==> config.mk <==
export PLATFORM = sky130hd
export DESIGN_NAME = pipe_stage_buffer
export DESIGN_NICKNAME = d
export VERILOG_FILES = /design/src/rtl/pipe_buf_pkg.sv /design/src/rtl/pipe_buf_entry.sv /design/src/rtl/pipe_stage_buffer.sv
export SDC_FILE = /design/constraint.sdc
export NUM_CORES = 1
export LEC_CHECK = 0
export ABC_AREA = 1
export BUFFER_PORTS_ARGS = -buffer_cell sky130_fd_sc_hd__buf_2
export CAP_MARGIN = 0
export CORE_UTILIZATION = 30
export CTS_CLUSTER_SIZE = 14
export DETAILED_ROUTE_END_ITERATION = 6
export PLACE_DENSITY_LB_ADDON = 0.12
export SYNTH_ARGS = -nofsm -noshare
export SYNTH_HDL_FRONTEND = slang
export SYNTH_SLANG_ARGS = --single-unit
==> constraint.sdc <==
create_clock -name clk -period 1.54 [get_ports clk]
set_clock_uncertainty 0.15 [all_clocks]
set_input_delay 0.154 -clock clk [delete_from_list [all_inputs] [get_ports clk]]
set_output_delay 0.154 -clock clk [all_outputs]
set_load 0.02 [all_outputs]
==> src/rtl/pipe_buf_pkg.sv <==
// Shared types and constants for the inter-stage pipeline buffer.
// Field index names follow the ordering of a typical pipeline bundle.
package pipe_buf_pkg;

    typedef enum logic [1:0] {
        ST_EMPTY = 2'd0,
        ST_ONE   = 2'd1,
        ST_FULL  = 2'd2
    } buf_state_e;

    localparam int DEF_FIELD_W    = 16;
    localparam int DEF_NUM_FIELDS = 6;

    localparam int FLD_WB     = 0;
    localparam int FLD_MEM    = 1;
    localparam int FLD_ALU_HI = 2;
    localparam int FLD_ALU_LO = 3;
    localparam int FLD_SEXT   = 4;
    localparam int FLD_INST   = 5;

endpackage

==> src/rtl/pipe_buf_entry.sv <==
// One bundle-wide storage entry with clear (priority) and load enables.
// The clear value replicates RST_VAL into every field.
module pipe_buf_entry
    import pipe_buf_pkg::*;
#(
    parameter int                 FIELD_W    = DEF_FIELD_W,
    parameter int                 NUM_FIELDS = DEF_NUM_FIELDS,
    parameter logic [FIELD_W-1:0] RST_VAL    = '0
) (
    input  logic                          clk,
    input  logic                          clr_i,
    input  logic                          ld_i,
    input  logic [FIELD_W*NUM_FIELDS-1:0] d_i,
    output logic [FIELD_W*NUM_FIELDS-1:0] q_o
);

    logic [FIELD_W*NUM_FIELDS-1:0] data_q;

    always_ff @(posedge clk) begin
        if (clr_i) begin
            data_q <= {NUM_FIELDS{RST_VAL}};
        end else if (ld_i) begin
            data_q <= d_i;
        end
    end

    assign q_o = data_q;

endmodule

==> src/rtl/pipe_stage_buffer.sv <==
// Inter-stage pipeline register with valid/ready handshake, 2-entry skid, halt and flush.
// Optional stall/bubble counters are built when PIPE_STAGE_BUFFER_STATS_EN is defined.
module pipe_stage_buffer
    import pipe_buf_pkg::*;
#(
    parameter int                 FIELD_W    = DEF_FIELD_W,
    parameter int                 NUM_FIELDS = DEF_NUM_FIELDS,
    parameter logic [FIELD_W-1:0] RST_VAL    = '0
) (
    input  logic                          clk,
    input  logic                          rst,
    input  logic                          halt,
    input  logic                          flush,
    input  logic                          in_valid,
    output logic                          in_ready,
    input  logic [FIELD_W*NUM_FIELDS-1:0] in_fields,
    output logic                          out_valid,
    input  logic                          out_ready,
    output logic [FIELD_W*NUM_FIELDS-1:0] out_fields,
    output logic [1:0]                    occupancy
`ifdef PIPE_STAGE_BUFFER_STATS_EN
    ,
    output logic [15:0]                   stall_cnt,
    output logic [15:0]                   bubble_cnt
`endif
);

    localparam int BUS_W = FIELD_W * NUM_FIELDS;

    buf_state_e state_q, state_d;

    logic             push, pop, clr;
    logic             head_ld, skid_ld, head_from_skid;
    logic [BUS_W-1:0] head_d, skid_q;

    assign in_ready  = (state_q != ST_FULL) & ~halt & ~flush;
    assign out_valid = (state_q != ST_EMPTY) & ~halt;
    assign push      = in_valid & in_ready;
    assign pop       = out_valid & out_ready;
    assign clr       = rst | flush;
    assign occupancy = state_q;

    always_ff @(posedge clk) begin
        if (rst) begin
            state_q <= ST_EMPTY;
        end else begin
            state_q <= state_d;
        end
    end

    always_comb begin
        state_d        = state_q;
        head_ld        = 1'b0;
        skid_ld        = 1'b0;
        head_from_skid = 1'b0;
        if (clr) begin
            state_d = ST_EMPTY;
        end else if (!halt) begin
            unique case (state_q)
                ST_EMPTY: begin
                    if (push) begin
                        head_ld = 1'b1;
                        state_d = ST_ONE;
                    end
                end
                ST_ONE: begin
                    if (push && pop) begin
                        head_ld = 1'b1;
                    end else if (push) begin
                        skid_ld = 1'b1;
                        state_d = ST_FULL;
                    end else if (pop) begin
                        state_d = ST_EMPTY;
                    end
                end
                ST_FULL: begin
                    // in_ready is low here, so only a pop can move data
                    if (pop) begin
                        head_ld        = 1'b1;
                        head_from_skid = 1'b1;
                        state_d        = ST_ONE;
                    end
                end
                default: state_d = ST_EMPTY;
            endcase
        end
    end

    assign head_d = head_from_skid ? skid_q : in_fields;

    pipe_buf_entry #(
        .FIELD_W    (FIELD_W),
        .NUM_FIELDS (NUM_FIELDS),
        .RST_VAL    (RST_VAL)
    ) u_head (
        .clk   (clk),
        .clr_i (clr),
        .ld_i  (head_ld),
        .d_i   (head_d),
        .q_o   (out_fields)
    );

    pipe_buf_entry #(
        .FIELD_W    (FIELD_W),
        .NUM_FIELDS (NUM_FIELDS),
        .RST_VAL    (RST_VAL)
    ) u_skid (
        .clk   (clk),
        .clr_i (clr),
        .ld_i  (skid_ld),
        .d_i   (in_fields),
        .q_o   (skid_q)
    );

`ifdef PIPE_STAGE_BUFFER_STATS_EN
    logic [15:0] stall_cnt_q, bubble_cnt_q;

    always_ff @(posedge clk) begin
        if (rst) begin
            stall_cnt_q  <= '0;
            bubble_cnt_q <= '0;
        end else begin
            if (halt && stall_cnt_q != 16'hFFFF) begin
                stall_cnt_q <= stall_cnt_q + 16'd1;
            end
            if (!out_valid && !halt && bubble_cnt_q != 16'hFFFF) begin
                bubble_cnt_q <= bubble_cnt_q + 16'd1;
            end
        end
    end

    assign stall_cnt  = stall_cnt_q;
    assign bubble_cnt = bubble_cnt_q;
`endif

endmodule

Word-level counts from Yosys, hierarchy flattened --
Cells that the tools add are included.
Cells by class: $add $sub $neg 0, multipliers 0, div/mod/pow operators 0, order comparisons 0, equality and inequality tests 7, shift-type cells 0, mux-type cells 20, bitwise logic cells 8, reductions and logical operators 5
Operator list (number):
- 96-bit 2-to-1 mux | 1
- 1-bit 2-to-1 mux | 12
- 2-bit 2-to-1 mux | 5
- 2-bit != test (second input constant) | 4
- 2-bit one-hot mux with 3 select lines | 1
- 1-bit bitwise AND | 5
- 5-bit AND reduction | 1
- 3-bit != test (second input constant) | 1
- 1-bit one-hot mux with 3 select lines | 1
- 2-bit by 1-bit == test with 1-bit output (second input constant) | 1
- 2-bit == test (second input constant) | 1
- 2-bit logical NOT | 1
- 1-bit NOT | 2
- 2-bit nonzero test | 1
- 2-bit OR reduction | 1
- 1-bit logical AND | 1
- 1-bit bitwise OR | 1
Storage, ports and cells: bits in registers 194, latch bits 0, bits in writable memories 0, bits in read-only memories 0, input port bits 102, output and inout bits 100, word-level logic and storage cells 43, memories kept 0

Depth between registers and ports, before layout --
Gate-level depths: netlist of run 1.
word-level depth 9, gate-level depth with buffers 11, gate-level depth less buffers 9

By module --
A second synthesis of run 1 with hierarchy kept.
Unflattened totals: cells, all modules 1573, area, all modules 9645.5 sq um
Modules (own cells, without submodules):
- pipe_buf_entry | instances 2, cells each 608, area an instance 4013.8 sq um, seq. area each 1921.8 sq um
- pipe_stage_buffer | instances 1, cells each 357, area an instance 1617.8 sq um, seq. area each 40.0 sq um

Worst setup path before layout of run 1 --
No wires, ideal clock.
path kind reg-to-reg, from reg state_q[0] (netlist: occupancy[0]), to reg u_head.data_q[23] (netlist: u_head.q_o[23]), setup time 0.116 ns, arrival time 1.499 ns, required time 1.274 ns, path slack -0.225 ns, cell stages (with the launch flop) 12, path buffers 2, clock period less this slack 1.765 ns, path through dfxtp_1 > inv_2 > nand2_2 > nand3_4 > clkinv_1 > nand2_2 > nand2_4 > nand2_4 > buf_6 > buf_6 > nor2_1 > nor2_1
On the way: cells in the longest elaborated chain, start to end 9, elaborated cells between the ends (all ways) 21, those cells by class eq/ne: 3; mux: 10; bitwise: 5; reduce/logical: 3
RTL lines:
- start, declared | RTL line pipe_stage_buffer.sv:30 | buf_state_e state_q, state_d;
- start signal, assigned | RTL line pipe_stage_buffer.sv:47 | state_q <= state_d;
- 2-bit != test | RTL line pipe_stage_buffer.sv:36 | assign in_ready = (state_q != ST_FULL) & ~halt & ~flush;
- 1-bit bitwise AND (2 in series) | RTL line pipe_stage_buffer.sv:36
- 1-bit bitwise AND | RTL line pipe_stage_buffer.sv:38 | assign push = in_valid & in_ready;
- 1-bit logical AND | RTL line pipe_stage_buffer.sv:67 | if (push && pop) begin
- 1-bit 2-to-1 mux | RTL line pipe_stage_buffer.sv:67
- 1-bit one-hot mux with 3 select lines | RTL line pipe_stage_buffer.sv:59 | unique case (state_q)
- 1-bit 2-to-1 mux | RTL line pipe_stage_buffer.sv:58 | end else if (!halt) begin
- 1-bit 2-to-1 mux | RTL line pipe_stage_buffer.sv:56 | if (clr) begin
- end signal, assigned | RTL line pipe_buf_entry.sv:21 | data_q <= {NUM_FIELDS{RST_VAL}};
- end signal, assigned | RTL line pipe_buf_entry.sv:23 | data_q <= d_i;
- end, declared | RTL line pipe_buf_entry.sv:17 | logic [FIELD_W*NUM_FIELDS-1:0] data_q;
Several ways; a longest one is shown, not always the timed one. A chain may end at the register's enable or synchronous reset.

Worst setup path after layout of run 1 --
from reg state_q[0] (netlist: occupancy[0]), to reg u_skid.data_q[87] (netlist: u_skid.q_o[87])
On the way: cells in the longest elaborated chain, start to end 9, elaborated cells between the ends (all ways) 14, those cells by class eq/ne: 2; mux: 5; bitwise: 5; reduce/logical: 2
RTL lines (RTL line):
- 2-bit != test | pipe_stage_buffer.sv:36
- 1-bit bitwise AND (2 in series) | pipe_stage_buffer.sv:36
- 1-bit bitwise AND | pipe_stage_buffer.sv:38
- 1-bit 2-to-1 mux / 1-bit logical AND (equally long branches) | pipe_stage_buffer.sv:69, pipe_stage_buffer.sv:67
- 1-bit 2-to-1 mux | pipe_stage_buffer.sv:67
- 1-bit 2-to-1 mux (*) | pipe_stage_buffer.sv:59
- 1-bit 2-to-1 mux (*) | pipe_stage_buffer.sv:58
- 1-bit 2-to-1 mux (*) | pipe_stage_buffer.sv:56
- end signal, assigned | pipe_buf_entry.sv:21
- end signal, assigned | pipe_buf_entry.sv:23
- end, declared | pipe_buf_entry.sv:17
Mark *: on every way between the ends. The rest lies on a longest branch, timed or not.

==> results of run 1 <==
-- power breakdown --
| part | switching (mW) | internal, mW |
|---|---|---|
| logic | 0.655 | 0.520 |
| clock network | 2.21 | 2.67 |
| registers | 0.0390 | 5.08 |
| total | 2.91 | 8.26 |
-- sequential cells by signal, indices dropped and copies added (netlist names) --
register    count
u_head.q_o     96
u_skid.q_o     96
occupancy       2
-- worst max path at each step --
stage	start	end	slack, ps	cells past startpoint
2_1_floorplan	occupancy[1]	u_head.q_o[23]	-1	10
3_3_place_gp	halt	u_skid.q_o[43]	-90	8
3_5_place_dp	halt	u_skid.q_o[51]	-100	8
4_1_cts	occupancy[0]	u_skid.q_o[63]	-70	8
5_1_grt	occupancy[0]	u_head.q_o[1]	-170	8
6_report	occupancy[0]	u_skid.q_o[87]	-110	8
-- layer usage --
layer	track usage [%]	wire length, um
met4	6.09	393
met2	33.1	13600
met5	0	0
met3	3.06	1170
met1	27.7	14800
-- timing repair --
| item | in CTS | in global routing |
|---|---|---|
| hold buffers | 96 | 0 |
| gates cloned | 6 | 5 |
| setup endpoints to repair | 194 | 196 |
| resized for setup | 80 | 75 |
| pin swaps | 4 | 21 |
| endpoints found under the hold margin | 192 | 0 |
| buffers inserted | 9 | 0 |
-- final cells by class --
| class | instances | area (um2) | area share (%) |
|---|---|---|---|
| Antenna cell | 1 | 2.50 | 0.0204 |
| Clock buffer | 18 | 439 | 3.57 |
| Clock inverter | 14 | 189 | 1.54 |
| Inverter | 9 | 43.8 | 0.356 |
| Multi-Input combinational cell | 896 | 4230 | 34.4 |
| Sequential cell | 194 | 3890 | 31.6 |
| Tap cell | 372 | 465 | 3.79 |
| Timing Repair Buffer | 367 | 3040 | 24.7 |
-- cell usage in the layout (no fill, tap or decap), types with 2 or more instances in the layout --
| master | instances |
|---|---|
| clkbuf_16 | 22 |
| inv_2 | 5 |
| nand2_2 | 9 |
| nand2_1 | 190 |
| o21ai_1 | 110 |
| buf_6 | 11 |
| inv_8 | 3 |
| nor2_4 | 3 |
| nor2_1 | 282 |
| dlygate4sd3_1 | 96 |
| nor2_2 | 14 |
| buf_4 | 27 |
| inv_6 | 5 |
| dfxtp_4 | 2 |
| o21ai_0 | 160 |
| nand4_4 | 2 |
| nand2_4 | 2 |
| dfxtp_1 | 192 |
| nand3_1 | 2 |
| buf_12 | 21 |
| nor3_2 | 23 |
| inv_4 | 2 |
| o21ai_2 | 19 |
| buf_16 | 7 |
| bufinv_16 | 3 |
| buf_2 | 199 |
| nor3_1 | 74 |
| nand3_4 | 2 |
| clkinv_4 | 2 |
-- worst max-delay path: cells and delay by family (launching register included) --
kind / cells / cell delay, ps
buffers and inverters: 4 / 640
DFF: 1 / 380
and+or+nand+nor: 3 / 330
AOI/OAI and AO/OA: 1 / 80
-- kinds of logic (layout without fill, tap and decap cells) --
| family | after synthesis | in the layout | synth area share, % |
|---|---|---|---|
| DFF | 194 | 194 | 46.4 |
| other | 0 | 1 | 0 |
| AOI/OAI and AO/OA | 291 | 291 | 17.4 |
| and+or+nand+nor | 605 | 605 | 29.9 |
| buffers and inverters | 110 | 408 | 6.25 |
-- through the flow --
step / total power [mW] / utilization (%) / setup slack [ps] / TNS (ps) / cells
floorplan: 5.70 / - / -0.961 / -38.4 / 1200
global placement: 6.17 / 36.8 / -88.4 / -9030 / 1723
global route: 11.6 / 45.2 / -171 / -24280 / 1871
finish: 11.2 / 45.2 / -111 / -8390 / 1871
CTS: 11.3 / 44.3 / -74.6 / -5810 / 1866
detailed placement: 6.16 / 36.8 / -102 / -10260 / 1723
==> results by group, run 1 <==
Timing
  • Tcrit/Tclk final: 107%
  • Worst hold slack: 59.0 ps
  • Rel. slew slack: 72.6%
  • Unrepaired setup endpoints after global routing: true
  • Final hold viol count: 0
  • Pins Over Slew Limit: 0
  • Fin crit period: 1650 ps
  • Final WS setup: -111 ps
  • Worst-Margin Slew: between 400 and 500 ps
  • Final Setup Violations: ~190
  • Fmax: 606 MHz

Worst setup path
  • Crit-path slowest cell: dfxtp_4
  • Worst r2r src: occupancy[0]
  • WP data required: 1760 ps
  • Crit Path Category: register to register
  • Largest stage delay, worst path: ~380 ps
  • Register-to-Register Path Depth: 8
  • Crit Path Max Fanout: 14
  • CP arrival: 1880 ps
  • Worst R2R Setup Slack: -110 ps
  • Setup crit end kind: register
  • Crit path top cell by count: buf_12
  • Critical path cell sequence: buf_12 -> nand4_4 -> buf_6 -> nor2_4 -> buf_12 -> clkbuf_16 -> o21ai_0 -> nor2_1
  • R2r endpoint: u_skid.q_o[87]
  • Element type at the critical path start: register

Synth
  • Post-synthesis instance total: 1200
  • Count leader, synth: nor2_1
  • Top_reg_cell synth: dfxtp_1
  • Area contributors post-synth: dfxtp_1 (46%), o21ai_0 (16%), nor2_1 (13%)
  • Top cell type's share of synthesized area: 46.4%
  • Synthesis Warnings: 0
  • Asr flop ratio synth: 0%
  • Post-Syn Area: 8360 um2
  • EDFF count, synth: 0
  • Syn nets: 1302
  • Sequential cell area fraction in the yosys report: 46.4%
  • Dominant cell type by area after synthesis: dfxtp_1
  • Flops & latches, synth: between 150 and 200
  • Yosys cell types: 22
  • Post-Syn Area per Cell: 6.97 um2
  • Synth cell count leaders: nor2_1 (296), o21ai_0 (261), nand2_1 (197)

Job
  • Max-cap violations: 0

GRT
  • Largest net degree at the start of global routing: 49
  • Initial antenna violation count: 1
  • Total GRT Usage: 20.4%
  • Number of global-route vias before repair: 8524
  • First-pass GRT wire length: ~46 mm
  • Total gr overflow: 0

Clocking
  • Clock buffer depth: 2
  • Clock root cell: clkbuf_16
  • Clock transition at path regs: about 80 ps
  • Clk sinks: about 190
  • H-tree depth: 4
  • CTS tree: built
  • Number of buffers created by CTS: 17
  • Skew-Pair Late Insertion Delay: 430 ps

Detailed routing
  • Detail Route Antenna Nets: 0
  • DRC violation count after routing: 0
  • Drt pass-1 iters: 6
  • Vias per Instance: 4.74
  • Vias: ~9000
  • Final WL: 29.9 mm
  • DR iter-0 viols: 491
  • Drt wl/cell: about 16 um

Place
  • Dpl cell area: ~10000 um2
  • Final HPWL DP: 16.8 mm
  • I/O Buffers: between 200 and 250
  • GPL Wtd Cong: around 0.73

Finish
  • Design area: 12300 um2
  • Area Growth Syn to Fin: 47.0%
  • Final net count: 1587
  • Fillcell total: 2841
  • Ratio of cells with drive above 1 in the final layout: 26.0%

Power and ir drop
  • P per Cell Area: 908 nW/um2
  • Leak: 5.41 nW
  • Peak VDD IR: 0.000696 V

Run status
  • Violated checks: setup timing
  • Outcome: complete, but fails checks

Floorplan
  • FP Rows: 60
  • Die height: 169 um
  • Die X: 169 um
  • Die area: 28500 um2
  • Top-Level Pins: 202
  • Starting Density: 30.8%
  • Core Footprint: 27200 um2

Min path
  • HP Class: primary input to register
  • Hold path cells: 5
  • Worst hold endpoint: occupancy[0]
  • Hold Path Origin: in_valid
(Power assumes the default switching activity.)
==> run 2: changes to the inputs <==
--- a/config.mk
+++ b/config.mk
@@ -12,6 +12,7 @@
 export CTS_CLUSTER_SIZE = 14
 export DETAILED_ROUTE_END_ITERATION = 6
 export PLACE_DENSITY_LB_ADDON = 0.12
+export RECOVER_POWER = 25
 export SYNTH_ARGS = -nofsm -noshare
 export SYNTH_HDL_FRONTEND = slang
 export SYNTH_SLANG_ARGS = --single-unit
==> results by group, run 2 (same netlist as run 1, synthesis figures left out) <==
Timing
  • Setup TNS: -8270 ps (was -8390 ps)
  • Pins Over Slew Limit: 0 (unchanged)
  • Worst-Margin Slew: 406 ps (about the same)
  • Tcrit/Tclk final: 107% (about the same)
  • Fmax: 606 MHz (about the same)
  • Rel. slew slack: 72.6% (about the same)
  • Unrepaired setup endpoints after global routing: true (unchanged)
  • Fin crit period: 1650 ps (about the same)
  • Final Setup Violations: 190 (was 191)
  • Final hold viol count: 0 (unchanged)
  • Final WS setup: -109 ps (was -111 ps)

Clocking
  • Skew-Pair Late Insertion Delay: 430 ps (about the same)
  • Clock transition at path regs: 80 ps (about the same)
  • H-tree depth: 4 (unchanged)
  • Number of buffers created by CTS: 17 (unchanged)
  • CTS tree: built (unchanged)
  • Clock buffer depth: 2 (unchanged)
  • Clk sinks: 194 (unchanged)
  • Clock root cell: clkbuf_16 (unchanged)

Floorplan
  • Starting Density: 30.8% (unchanged)
  • Top-Level Pins: 202 (unchanged)
  • FP Rows: 60 (unchanged)
  • Die X: 169 um (unchanged)
  • Die area: 28500 um2 (unchanged)
  • Die height: 169 um (unchanged)
  • Core Footprint: 27200 um2 (unchanged)

Worst setup path
  • Element type at the critical path start: register (unchanged)
  • Crit Path Category: register to register (unchanged)
  • WP data required: 1770 ps (was 1760 ps)
  • Crit Path Max Fanout: 14 (unchanged)
  • Setup crit end kind: register (unchanged)
  • CP arrival: 1880 ps (about the same)

Place
  • Final HPWL DP: 16.8 mm (unchanged)
  • Pre-CTS WS: -102 ps (unchanged)
  • I/O Buffers: 201 (unchanged)
  • GPL Wtd Cong: 0.734 (unchanged)
  • Placed Cells: 1723 (unchanged)
  • Dpl cell area: 10000 um2 (unchanged)

Detailed routing
  • Detail Route Antenna Nets: 0 (unchanged)
  • Drt pass-1 iters: 4 (was 6)
  • Drt wl/cell: 16.0 um (about the same)
  • Vias: 8860 (was 8867)
  • Vias per Instance: 4.74 (about the same)
  • Final WL: 29.9 mm (about the same)
  • DRC violation count after routing: 0 (unchanged)
  • DR iter-0 viols: 475 (was 491)

Finish
  • Fillcell total: 2849 (was 2841)
  • Final net count: 1587 (unchanged)
  • Commonest non-fill, non-tap cell in the layout: nor2_1 (unchanged)
  • Design area: 12300 um2 (about the same)
  • Most frequent cells in the layout: nor2_1 (282), dfxtp_1 (192), nand2_1 (190) (was nor2_1 (282), buf_2 (199), dfxtp_1 (192))
  • Ratio of cells with drive above 1 in the final layout: 24.4% (was 26.0%)
  • Final non-filler cell total: 1871 (unchanged)
  • Utilization after layout: 45.1% (was 45.2%)
  • Area Growth Syn to Fin: 46.7% (was 47.0%)

Power and ir drop
  • Leak: 5.31 nW (was 5.41 nW)
  • P per Cell Area: 911 nW/um2 (was 908 nW/um2)
  • Cell Int Power: 8.26 mW (about the same)
  • Switching share of total power: 26.1% (was 26.0%)
  • Peak VDD IR: 0.000696 V (about the same)
  • Seq pwr share: 45.8% (about the same)
  • P_sw: 2.91 mW (about the same)
  • Clock power share: 43.7% (about the same)
  • Comb power frac: 10.5% (about the same)

Job
  • Max-cap violations: 0 (unchanged)

GRT
  • Initial antenna violation count: 1 (unchanged)
  • Total GRT Usage: 20.4% (unchanged)
  • Total gr overflow: 0 (unchanged)
  • Number of global-route vias before repair: 8524 (unchanged)
  • Largest net degree at the start of global routing: 49 (unchanged)
  • First-pass GRT wire length: 46.2 mm (unchanged)

Run status
  • Outcome: complete, but fails checks (unchanged)
  • Violated checks: setup timing (unchanged)

Min path
  • HP Class: primary input to register (unchanged)
[run 2: layout make-up]
cell class | instances | area (um2) | share of cell area [%]
multi-input cells | 896 | 4230 | 34.5
flip-flops and latches | 194 | 3890 | 31.7
repair buffers | 367 | 3010 | 24.5
well taps | 372 | 465 | 3.79
clock buffers | 18 | 439 | 3.58
clock inverters | 14 | 189 | 1.54
inverters | 9 | 43.8 | 0.357
diodes | 1 | 2.50 | 0.0204
[run 2: final timing paths]
| kind | to | from | depth (start not counted) | slack [ps] |
|---|---|---|---|---|
| max | u_skid.q_o[87] | occupancy[0] | 8 | -110 |
| min | occupancy[0] | in_valid | 5 | 60 |
| min reg2reg | u_head.q_o[43] | u_head.q_o[43] | 2 | 350 |
| max reg2reg | u_skid.q_o[87] | occupancy[0] | 8 | -110 |
[run 2: power groups by stage]
stage          combinational (mW)  sequential, mW  clock (mW)
2_1_floorplan               0.379            5.32           0
3_3_place_gp                0.932            5.24           0
3_5_place_dp                0.927            5.24           0
4_1_cts                      1.15            5.12        5.00
5_1_grt                      1.28            5.13        5.15
6_report                     1.17            5.12        4.89
[run 2: critical path, cell delays in order (launching register included)]
cell       delay, ps
dfxtp_4          380
buf_12           110
nand4_4          110
buf_6            150
nor2_4           130
buf_12           180
clkbuf_16        190
o21ai_0           80
nor2_1            90
[run 2: stage by stage]
| stage | power (mW) | hold WS (ps) |
|---|---|---|
| after floorplan | 5.70 | 146 |
| after global placement | 6.17 | 248 |
| after detailed placement | 6.16 | 253 |
| after CTS | 11.3 | 26.9 |
| after global routing | 11.6 | 84.7 |
| final | 11.2 | 57.7 |
[run 2: timing repair]
| action | 4_1_cts | 5_1_grt |
|---|---|---|
| gates cloned | 6 | 5 |
| gates resized for setup | 80 | 75 |
| buffers inserted | 9 | 0 |
| setup endpoints to repair | 194 | 196 |
| hold buffers | 96 | 0 |
| pin swaps | 4 | 21 |
| endpoints found under the hold margin | 192 | 0 |
[run 2: routing by layer]
| layer | up-vias | part of all wire (%) | track usage (%) |
|---|---|---|---|
| met5 | - | 0 | 0 |
| met4 | 0 | 1.3 | 6.09 |
| li1 | 4522 | - | - |
| met2 | 194 | 45 | 33.1 |
| met3 | 23 | 3.8 | 3.06 |
| met1 | 4121 | 50 | 27.7 |
==> run 3: changes to the inputs <==
--- a/config.mk
+++ b/config.mk
@@ -8,11 +8,13 @@
 export ABC_AREA = 1
 export BUFFER_PORTS_ARGS = -buffer_cell sky130_fd_sc_hd__buf_2
 export CAP_MARGIN = 0
+export CORE_MARGIN = 3
 export CORE_UTILIZATION = 30
 export CTS_CLUSTER_SIZE = 14
 export DETAILED_ROUTE_END_ITERATION = 6
 export PLACE_DENSITY_LB_ADDON = 0.12
 export RECOVER_POWER = 25
+export SKIP_CTS_REPAIR_TIMING = 1
 export SYNTH_ARGS = -nofsm -noshare
 export SYNTH_HDL_FRONTEND = slang
 export SYNTH_SLANG_ARGS = --single-unit
==> results by group, run 3 (same netlist as run 1, synthesis figures left out) <==
Run status
  • Outcome: complete, but fails checks (unchanged)
  • Violated checks: setup timing (unchanged)

Timing
  • Rel. slew slack: 75.7% (was 72.6%)
  • Worst-Margin Slew: 365 ps (was 406 ps)
  • Final WS setup: -130 ps (was -109 ps)
  • Tcrit/Tclk final: 108% (was 107%)
  • Pins Over Slew Limit: 0 (unchanged)
  • Fin crit period: 1670 ps (was 1650 ps)
  • Final Setup Violations: 194 (was 190)
  • Final hold viol count: 0 (unchanged)
  • Unrepaired setup endpoints after global routing: true (unchanged)
  • Fmax: 599 MHz (was 606 MHz)

Power and ir drop
  • P per Cell Area: 873 nW/um2 (was 911 nW/um2)
  • Comb power frac: 10.8% (was 10.5%)
  • Seq pwr share: 47.4% (was 45.8%)
  • P_sw: 2.96 mW (was 2.91 mW)
  • Pwr Total: 10.8 mW (was 11.2 mW)
  • Peak VDD IR: 0.000627 V (was 0.000696 V)
  • Cell Int Power: 7.84 mW (was 8.26 mW)
  • Switching share of total power: 27.4% (was 26.1%)
  • Clock power share: 41.9% (was 43.7%)
  • Leak: 5.31 nW (about the same)

Worst setup path
  • Element type at the critical path start: register (unchanged)
  • WP data required: 1760 ps (was 1770 ps)
  • Crit Path Max Fanout: 12 (was 14)
  • Top cell family by delay on the critical path: buffers and inverters (unchanged)
  • Largest stage delay, worst path: 370 ps (was 380 ps)
  • Crit Path Category: register to register (unchanged)
  • Setup crit end kind: register (unchanged)
  • WP buf/inv: 4 (unchanged)
  • Critical path cell sequence: buf_6 -> nand4_4 -> buf_6 -> nor2_4 -> clkbuf_16 -> clkbuf_16 -> o21ai_0 -> nor2_1 (was buf_12 -> nand4_4 -> buf_6 -> nor2_4 -> buf_12 -> clkbuf_16 -> o21ai_0 -> nor2_1)
  • CP arrival: 1890 ps (was 1880 ps)
  • Crit-path slowest cell: dfxtp_4 (unchanged)

Finish
  • Final net count: 1585 (was 1587)
  • Ratio of cells with drive above 1 in the final layout: 25.1% (was 24.4%)
  • Area Growth Syn to Fin: 48.0% (was 46.7%)
  • Commonest non-fill, non-tap cell in the layout: nor2_1 (unchanged)
  • Diode count: 0 (was 1)
  • Most frequent cells in the layout: nor2_1 (264), nand2_1 (193), dfxtp_1 (192) (was nor2_1 (282), dfxtp_1 (192), nand2_1 (190))

Detailed routing
  • DR iter-0 viols: 587 (was 475)
  • Vias per Instance: 4.73 (was 4.74)
  • DRC violation count after routing: 0 (unchanged)
  • Final WL: 30.7 mm (was 29.9 mm)
  • Drt wl/cell: 16.5 um (was 16.0 um)
  • Drt pass-1 iters: 5 (was 4)
  • Vias: 8829 (was 8860)
  • Detail Route Antenna Nets: 0 (unchanged)

Clocking
  • Clock transition at path regs: 70 ps (was 80 ps)
  • Clk sinks: 194 (unchanged)
  • Clock root cell: clkbuf_16 (unchanged)
  • Number of buffers created by CTS: 17 (unchanged)
  • Skew-Pair Late Insertion Delay: 430 ps (about the same)
  • Clock buffer depth: 2 (unchanged)
  • H-tree depth: 4 (unchanged)
  • CTS tree: built (unchanged)

Floorplan
  • Core Footprint: 27200 um2 (unchanged)
  • Die height: 173 um (was 169 um)
  • FP Rows: 60 (unchanged)
  • Die X: 173 um (was 169 um)
  • Die area: 29900 um2 (was 28500 um2)
  • Starting Density: 30.8% (unchanged)
  • Top-Level Pins: 202 (unchanged)

GRT
  • Total gr overflow: 0 (unchanged)
  • First-pass GRT wire length: 44.3 mm (was 46.2 mm)
  • Number of global-route vias before repair: 8142 (was 8524)
  • Largest net degree at the start of global routing: 79 (was 49)
  • Initial antenna violation count: 1 (unchanged)
  • Total GRT Usage: 17.9% (was 20.4%)

Place
  • GPL Wtd Cong: 0.744 (was 0.734)
  • I/O Buffers: 201 (unchanged)
  • Pre-CTS WS: -123 ps (was -102 ps)
  • Final HPWL DP: 16.5 mm (was 16.8 mm)

Min path
  • HP Class: primary input to register (unchanged)

Job
  • Max-cap violations: 0 (unchanged)
-- run 3: cell count changes in the layout (fill, tap and decap cells not counted), moves of 4 or more --
cell / before / now
inv_6: 5 / 9
nor2_2: 14 / 24
clkbuf_16: 22 / 31
nor2_4: 3 / 11
nor3_1: 74 / 79
nor2_1: 282 / 264
buf_4: 27 / 16
buf_16: 7 / 3
o21ai_0: 160 / 148
nor3_2: 23 / 18
o21ai_1: 110 / 120
-- run 3: per-layer routing --
metal / routed length, um / vias up / global-route usage, %
li1: - / 4515 / -
met1: 14500 / 4081 / 23.9
met2: 14400 / 208 / 29.4
met3: 1480 / 23 / 4.57
met4: 382 / 2 / 3.28
met5: 13 / - / 0
-- run 3: worst paths after layout --
path                    endpoint      startpoint  cells past startpoint  slack (ps)
setup / recovery  u_skid.q_o[11]    occupancy[0]                      8        -130
hold / removal      occupancy[0]        in_valid                      5          30
setup reg to reg  u_skid.q_o[11]    occupancy[0]                      8        -130
hold reg to reg   u_head.q_o[57]  u_head.q_o[57]                      2         340
-- run 3: layout make-up --
type / instances / area (um2)
inverter: 9 / 43.8
fill: 2802 / 14800
clock buffer: 19 / 453
multi-input combinational: 896 / 4290
sequential: 194 / 3890
timing repair buffer: 365 / 3100
clock inverter: 13 / 138
tap: 372 / 465
-- run 3: power groups by stage --
stage	Sequential, mW	Clock, mW	Combinational [mW]
finish	5.12	4.52	1.16
global route	5.13	4.86	1.27
CTS	5.11	4.65	0.908
detailed placement	5.23	0	0.904
global placement	5.23	0	0.910
floorplan	5.32	0	0.379
-- run 3: worst reg2reg max path, cell delays in order (launching register included) --
cell       delay [ps]
dfxtp_4           370
buf_6             120
nand4_4           120
buf_6             150
nor2_4            140
clkbuf_16         200
clkbuf_16         180
o21ai_0            80
nor2_1            110
-- run 3: metrics by stage --
stage	setup TNS, ps	instances	util, %	cell area, um2	hold WS (ps)
after floorplan	-38.4	1200	-	8380	146
after global placement	-10580	1712	36.7	9970	248
after CTS	-13240	1744	38.9	10600	-207
after global routing	-28490	1868	45.5	12400	78.3
final	-13620	1868	45.5	12400	28.8
after detailed placement	-14040	1712	36.7	9970	255
